===== config.mk =====
export PLATFORM = sky130hd
export DESIGN_NAME = reg_file_32x32_flat
export DESIGN_NICKNAME = d
export VERILOG_FILES = /design/src/rtl/reg_file_32x32_if.sv /design/src/rtl/reg_file_32x32.sv /design/src/flat_wrapper.sv
export SDC_FILE = /design/constraint.sdc
export NUM_CORES = 2
export LEC_CHECK = 0
export ABC_AREA = 0
export BUFFER_PORTS_ARGS = -buffer_cell sky130_fd_sc_hd__buf_4
export CAP_MARGIN = 5
export CORE_ASPECT_RATIO = 1.2
export CORE_MARGIN = 10
export CORE_UTILIZATION = 45
export CTS_CLUSTER_DIAMETER = 60
export DETAILED_ROUTE_END_ITERATION = 12
export PLACE_DENSITY = 0.66
export SETUP_SLACK_MARGIN = 0.15
export SKIP_LAST_GASP = 1
export SLEW_MARGIN = 10
export SYNTH_ARGS = -nofsm -noshare
export SYNTH_HDL_FRONTEND = slang
export SYNTH_SLANG_ARGS = --single-unit

===== constraint.sdc =====
create_clock -name clk -period 12.6 [get_ports clk]
set_input_delay 1.89 -clock clk [delete_from_list [all_inputs] [get_ports clk]]
set_output_delay 1.89 -clock clk [all_outputs]
set_load 0.005 [all_outputs]

===== src/rtl/reg_file_32x32_if.sv =====
// -----------------------------------------------------------------------------
// reg_file_32x32_if
//
// Bundles the register-file read/write bus for the KGP-RISC datapath.
//
//   rs_addr / rt_addr : operand read addresses (driven by the decode stage)
//   rs_data / rt_data : operand read data (combinational, driven by the file)
//   wr_addr           : destination register select (write-address mux output)
//   wr_data           : write-back data
//   wr_en             : write strobe, sampled on the rising clock edge
//
// Modports:
//   master : the datapath side that issues addresses and write-back data
//   slave  : the register file itself
// -----------------------------------------------------------------------------
interface reg_file_32x32_if #(
  parameter int DATA_W = 32,
  parameter int ADDR_W = 5
);

  logic [ADDR_W-1:0] rs_addr;
  logic [ADDR_W-1:0] rt_addr;
  logic [ADDR_W-1:0] wr_addr;
  logic [DATA_W-1:0] wr_data;
  logic              wr_en;
  logic [DATA_W-1:0] rs_data;
  logic [DATA_W-1:0] rt_data;

  modport master (
    output rs_addr,
    output rt_addr,
    output wr_addr,
    output wr_data,
    output wr_en,
    input  rs_data,
    input  rt_data
  );

  modport slave (
    input  rs_addr,
    input  rt_addr,
    input  wr_addr,
    input  wr_data,
    input  wr_en,
    output rs_data,
    output rt_data
  );

endinterface


===== src/rtl/reg_file_32x32.sv =====
// -----------------------------------------------------------------------------
// reg_file_32x32
//
// Architectural register file for KGP-RISC: 2**ADDR_W entries of DATA_W bits
// held in flip-flops, one write port and two combinational read ports.
// Register 0 is hardwired to zero. With BYPASS=1 a read of the register being
// written in the current cycle returns the incoming write-back data, hiding
// the write-back/decode hazard.
//
// Ports:
//   clk  : system clock, rising-edge active
//   rst  : synchronous active-high reset, clears every entry
//   bus  : reg_file_32x32_if.slave
//            rs_addr, rt_addr -> rs_data, rt_data (combinational reads)
//            wr_addr, wr_data, wr_en           (edge-committed write)
//
// Parameters:
//   DATA_W : register width
//   ADDR_W : address width, depth = 2**ADDR_W
//   BYPASS : 1 = same-cycle write-to-read forwarding, 0 = stored value only
// -----------------------------------------------------------------------------
module reg_file_32x32 #(
  parameter int DATA_W = 32,
  parameter int ADDR_W = 5,
  parameter int BYPASS = 1
) (
  input  logic                   clk,
  input  logic                   rst,
  reg_file_32x32_if.slave        bus
);

  localparam int  DEPTH     = 1 << ADDR_W;
  localparam logic BYPASS_EN = (BYPASS != 0);

  // Storage: a plain flop array, no memory macro.
  logic [DATA_W-1:0] regs_q [DEPTH];
  logic [DATA_W-1:0] regs_d [DEPTH];

  logic             wr_commit;
  logic [DEPTH-1:0] wr_sel;
  logic [DATA_W-1:0] rs_stored;
  logic [DATA_W-1:0] rt_stored;

  // One-hot decode of a register address.
  function automatic logic [DEPTH-1:0] decode_onehot(input logic [ADDR_W-1:0] addr);
    logic [DEPTH-1:0] sel;
    sel       = '0;
    sel[addr] = 1'b1;
    return sel;
  endfunction

  // Read-port select: r0 is always zero; a bypass hit forwards the
  // write-back data; otherwise the pre-edge stored value is returned.
  function automatic logic [DATA_W-1:0] read_select(
    input logic [ADDR_W-1:0] addr,
    input logic [DATA_W-1:0] stored,
    input logic              commit,
    input logic [ADDR_W-1:0] waddr,
    input logic [DATA_W-1:0] wdata
  );
    logic [DATA_W-1:0] value;
    if (addr == '0) begin
      value = '0;
    end else if (BYPASS_EN && commit && (addr == waddr)) begin
      value = wdata;
    end else begin
      value = stored;
    end
    return value;
  endfunction

  // A write only takes effect when it is strobed, not overridden by reset,
  // and not aimed at r0. The same qualifier gates the bypass, so a reset
  // cycle or an r0 write can never leak wr_data onto the read ports.
  assign wr_commit = bus.wr_en && !rst && (bus.wr_addr != '0);

  always_comb begin
    wr_sel    = decode_onehot(bus.wr_addr) & {DEPTH{wr_commit}};
    // Bit 0 is masked explicitly so r0 stays zero even if the qualifier
    // above were ever relaxed.
    wr_sel[0] = 1'b0;
  end

  // Next-state of the array: hold, or take wr_data on the selected entry.
  always_comb begin
    for (int i = 0; i < DEPTH; i++) begin
      regs_d[i] = regs_q[i];
      if (wr_sel[i]) begin
        regs_d[i] = bus.wr_data;
      end
    end
    regs_d[0] = '0;
  end

  // Write commit at the clock edge; reset wins over any write in that cycle.
  always_ff @(posedge clk) begin
    if (rst) begin
      for (int i = 0; i < DEPTH; i++) begin
        regs_q[i] <= '0;
      end
    end else begin
      for (int i = 0; i < DEPTH; i++) begin
        regs_q[i] <= regs_d[i];
      end
    end
  end

  // Combinational read ports.
  always_comb begin
    rs_stored = regs_q[bus.rs_addr];
    rt_stored = regs_q[bus.rt_addr];
  end

  assign bus.rs_data = read_select(bus.rs_addr, rs_stored, wr_commit,
                                   bus.wr_addr, bus.wr_data);
  assign bus.rt_data = read_select(bus.rt_addr, rt_stored, wr_commit,
                                   bus.wr_addr, bus.wr_data);

endmodule


===== src/flat_wrapper.sv =====
// flat-port wrapper written by rule: the top's interface ports become plain ports
module reg_file_32x32_flat 
#(
  parameter int DATA_W = 32,
  parameter int ADDR_W = 5,
  parameter int BYPASS = 1
)
  (clk, rst, bus_rs_addr, bus_rt_addr, bus_wr_addr, bus_wr_data, bus_wr_en, bus_rs_data, bus_rt_data);
  reg_file_32x32_if #(.DATA_W(DATA_W), .ADDR_W(ADDR_W)) bus_i ();
  input  logic clk;
  input  logic rst;
  input wire logic [$bits(bus_i.rs_addr)-1:0] bus_rs_addr;
  input wire logic [$bits(bus_i.rt_addr)-1:0] bus_rt_addr;
  input wire logic [$bits(bus_i.wr_addr)-1:0] bus_wr_addr;
  input wire logic [$bits(bus_i.wr_data)-1:0] bus_wr_data;
  input wire logic [$bits(bus_i.wr_en)-1:0] bus_wr_en;
  output wire logic [$bits(bus_i.rs_data)-1:0] bus_rs_data;
  output wire logic [$bits(bus_i.rt_data)-1:0] bus_rt_data;
  assign bus_i.rs_addr = bus_rs_addr;
  assign bus_i.rt_addr = bus_rt_addr;
  assign bus_i.wr_addr = bus_wr_addr;
  assign bus_i.wr_data = bus_wr_data;
  assign bus_i.wr_en = bus_wr_en;
  assign bus_rs_data = bus_i.rs_data;
  assign bus_rt_data = bus_i.rt_data;
  reg_file_32x32 #(.DATA_W(DATA_W), .ADDR_W(ADDR_W), .BYPASS(BYPASS)) u_core (.clk(clk), .rst(rst), .bus(bus_i));
endmodule

**After elaboration in Yosys (flattened, before gate mapping)**

Memories as Yosys holds them, arrays and structs flattened.
Cells that the tools add are included.

- Magnitude comparators: 2
- Equality and inequality tests: 33
- Muxes and demuxes: 72
- Bitwise logic cells: 33
- Reductions and logical operators: 40

Operator list:

| kind | count |
|---|---|
| two-way mux 32 bit | 67 |
| AND reduction 2 bit | 31 |
| bitwise AND 32 bit | 1 |
| OR 1 bit | 32 |
| != test 1 bit, second input constant | 31 |
| equality test 5 bit | 2 |
| zero test 5 bit | 2 |
| < comparator 5 x 6 -> 1 bit, second input constant | 1 |
| demux 1 bit (select 5 bit) | 1 |
| >= comparator 5 x 1 -> 1 bit, second input constant | 1 |
| logical AND 1 bit | 5 |
| nonzero test 5 bit | 1 |
| two-way mux 1 bit | 4 |
| zero test 1 bit | 1 |

- Bits in registers: 0
- Bits in writable memories: 1024
- Bits of input ports: 50
- Output and inout bits: 64
- Word-level logic and storage cells: 181
- Memories: 1

Memories:

| memory | words | width | rd ports | clocked after memory_dff | wr ports | line | RTL |
|---|---|---|---|---|---|---|---|
| u_core.regs_q | 32 | 32 | 2 | 0 | 32 | reg_file_32x32.sv:36 | `logic [DATA_W-1:0] regs_q [DEPTH];` |

**Logic depth before layout (Yosys ltp)**

- Depth in word-level cells: 8
- Depth in mapped cells: 10
- Depth with buffers taken out: 5

**Worst setup path before layout**

No wires, ideal clock.

- Kind: input-to-output
- Start: input port bus_rt_addr[0]
- End: output port bus_rt_data[24]
- Arrival time: 3564 ps
- Path slack: 7146 ps
- Stages on the path: 7
- Buffers on the path: 3
- Cells stage by stage: buf_2 > buf_2 > buf_2 > mux4_2 > a22oi_1 > nand3_1 > o22a_1

- Word-level cells in the longest chain between the ends: 4

Ends and longest elaborated chain:

| what | line | RTL |
|---|---|---|
| start, declared | flat_wrapper.sv:13 | `input wire logic [$bits(bus_i.rt_addr)-1:0] bus_rt_addr;` |
| branches (longest 3 deep; another with memory read (32 x 32 bit)) | - |  |
| two-way mux 32 bit * | reg_file_32x32.sv:62 | `if (addr == '0) begin` |
| end, declared | flat_wrapper.sv:18 | `output wire logic [$bits(bus_i.rt_data)-1:0] bus_rt_data;` |

Every way passes the cells marked *.

**Worst setup path after layout**

- Start: input port bus_rt_addr[4]
- End: output port bus_rt_data[22]

The elaborated chain is that of the path after synthesis.

==> summary.txt <==
Setup path
  • Crit path launch type: input pin
  • Worst path max stage delay: slightly above 700 ps
  • Required time at the worst-slack endpoint: between 10,000 and 15,000 ps
  • Cell family with the largest share of critical-path delay: buffers and inverters
  • CP Cell Sequence: buf_4 > buf_4 > nand2b_2 > nor2_4 > buf_4 > a22oi_1 > nand3_1 > o22a_1 > buf_4
  • Path type of the worst setup path: input pin to primary output
  • Highest fanout seen on the critical path: 31
  • Cell with the biggest individual delay on the critical path: buf_4
  • Crit path capture type: primary output
  • Crit path DAT: roughly 5800 ps
  • Crit-path most repeated cell: buf_4
  • Buf+Inv Stages, Crit Path: 4

Cells and area
  • Register area: 29,800 um^2
  • End-of-flow core utilization: roughly 50%
  • Area occupied by multi-input gates: 19,800 um^2
  • Highest-count cells in the layout ignoring fill and taps: edfxtp_1, and2_1, mux4_2
  • # nets final: ~3.2k
  • Regs by FF count: u_core.regs_q: 992 flops
  • Number of flip-flops in the largest register: 992
  • Top reg by flops: u_core.regs_q
  • Number of standard cells in the layout, taps in and fillers out: between 4k and 5k
  • Filler cell count: approximately 9.0k
  • Finished layout cell area: 56,500 um^2
  • Most common cell after layout, fill and taps aside: edfxtp_1
  • Layout cell share with drive strength beyond 1: between 30% and 40%
  • Synth-to-Final Area Change: 11.5%

Timing
  • Worst hold slack across all endpoints: between 1500 and 2000 ps
  • Clock period minus final worst setup slack: roughly 7700 ps
  • Final Hold Violating Endpoints: 0
  • Total Negative Setup Slacks: 0 ps
  • Achievable Freq: 130 MHz
  • RSZ-0062 raised after global routing: false
  • Slew of the pin with the lowest slew margin: between 1000 and 1500 ps
  • Fraction of the cycle the final worst path needs: 60.9%
  • Setup Viol. Count Final: 0
  • Headroom to the max-slew limit: 9.79%
  • Number of slew-limit violations in the final report: 0
  • Final WS setup: 4920 ps

Detailed routing
  • Count of nets left with antenna violations after detail routing: 0
  • DRC viols: 0
  • Aggregate routed wire length: between 150,000 and 200,000 um
  • Detailed-route via count: 33.0k
  • Number of iterations in the first detailed-routing pass: 7
  • Vias per cell: 7.01
  • 1st-iter DRT viols: 5,111
  • Top Metal Used: met5
  • Length of routed wiring on met1: about 63,000 um
  • DR WL met2: just over 80,000 um
  • Routed wire length per instance: 38.0 um
  • Met3 Wirelength: ~24,000 um

Power and ir drop
  • Power density normalized to cell area: around 140 nW/um^2
  • Peak supply drop: around 0.14 mV
  • Clock share of power: about 38%
  • Design internal power: slightly above 6 mW
  • Part of the power in registers: ~49%
  • Total power: ~8.2 mW
  • Switching share of total power: approximately a quarter
  • Logic gate share of total power: around an eighth
  • Sw power: approximately 2.1 mW
  • Leak pwr: 18.9 nW

Die
  • Initial core utilization: between 40 and 50%
  • Die outline height: 388 um
  • Number of top-level pins: between 100 and 150
  • Core footprint: between 100,000 and 150,000 um^2
  • Die ar.: 126,000 um^2
  • Placement Rows: around 130
  • Die width: around 330 um

Clock network
  • Number of clock sinks seen by CTS: ~990
  • Clock slew seen by the registers of the worst setup and hold paths: ~60 ps
  • Clock Tree Buf Depth: 3
  • Root buffer cell: clkbuf_16
  • Buffers inserted during post-CTS setup optimization: 0
  • Hold-fix buffers, CTS: 0
  • TritonCTS clock tree: yes
  • Cells resized by post-CTS repair: 0
  • CTS Buf Count: a little over 100
  • Level count of the clock H-tree: 3

Place
  • Final GP Congestion: between 0.8 and 0.9
  • Placed standard-cell area: about 53,000 um^2
  • Placed insts: 4,514
  • Worst-case setup slack after placement: about 5000 ps
  • Total half-perimeter wirelength after legalization and detailed placement: 107,000 um
  • PortBufs: around 110

Hold path
  • Type of the worst min-delay path: input pin to flop

Global route
  • Wire length of the first global-routing pass: about 250,000 um
  • Vias in the first global route: around 34k
  • Number of antenna violations at the first check in global routing: 21
  • Grt ovf: 0
  • All-layer global routing usage: 27.5%
  • Maximum number of pins on one net before global-route repair: approximately 110

Yosys
  • Number of distinct library cells after synthesis: 46
  • Post-synthesis cell area: ~50,000 um^2
  • Most common flop cell mapped by yosys: edfxtp_1
  • Share of synthesized registers carrying an async set or reset: 0%
  • Post-synthesis average cell area: around 16 um^2
  • Mapped Nets: roughly 3.2k
  • Gate count of the mapped netlist: roughly 3.1k
  • Sequential share of the synthesized area: around three fifths
  • Yosys Warn Count: 0
  • FF+latch count, synth: 992
  • Number of enable-type register cells in the synthesized netlist: 992

Outcome
  • Run status: finished, final reports clean

Run
  • Number of max-cap violations: 0
## final cells by class
class	count	share of cell area (%)
Clock buffer	117	4.69
Multi-Input combinational cell	1816	35.1
Sequential cell	992	52.7
Inverter	3	0.0199
Clock inverter	73	1.30
Timing Repair Buffer	207	2.88
Antenna cell	6	0.0266
Tap cell	1496	3.31
## kinds of logic after synthesis
group,share of synthesized area (%)
flip-flops,58.8
AND/OR/NAND/NOR,9.33
multiplexers,23.2
AO/OA/AOI/OAI,5.48
buffers and inverters,3.00
XOR/XNOR,0.173
## per-layer routing
metal / global-route usage [%] / vias up
met5: 0 / -
met1: 34.7 / 17100
met3: 8.95 / 621
met4: 14.4 / 30
met2: 42.2 / 2664
li1: - / 12600
## final timing paths
check,cells past startpoint,slack (ps),startpoint,endpoint
max,9,4920,bus_rt_addr[4],bus_rt_data[22]
min,2,1620,bus_wr_data[18],u_core.regs_q[13][18]$_SDFFCE_PN0P_
## power by group through the flow
stage               logic [mW]  registers [mW]  clock network (mW)
global placement          1.04            4.02                   0
finish                    1.08            3.99                3.11
floorplan                0.637            4.01                   0
CTS                       1.06            3.98                3.11
detailed placement        1.05            4.05                   0
global route              1.11            4.01                3.25
## cell usage after synthesis (4+ instances only)
| master | n | area share (%) |
|---|---|---|
| clkbuf_1 | 209 | 1.5 |
| buf_2 | 79 | 0.78 |
| or2_2 | 20 | 0.25 |
| mux4_2 | 424 | 19 |
| buf_1 | 9 | 0.067 |
| a21oi_1 | 15 | 0.15 |
| edfxtp_1 | 992 | 59 |
| nand2_1 | 33 | 0.24 |
| o22ai_1 | 17 | 0.21 |
| buf_6 | 11 | 0.24 |
| and2_1 | 545 | 6.7 |
| nand3_1 | 32 | 0.32 |
| a2111oi_0 | 31 | 0.54 |
| buf_4 | 23 | 0.34 |
| a221oi_1 | 67 | 1.2 |
| a31oi_1 | 16 | 0.20 |
| nor2b_1 | 40 | 0.49 |
| or4_1 | 6 | 0.089 |
| o211ai_1 | 29 | 0.43 |
| xnor2_1 | 4 | 0.069 |
| o21ai_0 | 23 | 0.23 |
| nand2b_1 | 11 | 0.14 |
| xor2_1 | 6 | 0.10 |
| a22oi_1 | 109 | 1.6 |
| mux2i_1 | 96 | 1.9 |
| nor3_1 | 14 | 0.14 |
| mux2_2 | 112 | 2.5 |
| o22a_1 | 45 | 0.78 |
| nor2_1 | 92 | 0.68 |
No activity file was read; power rests on OpenSTA's default activity.
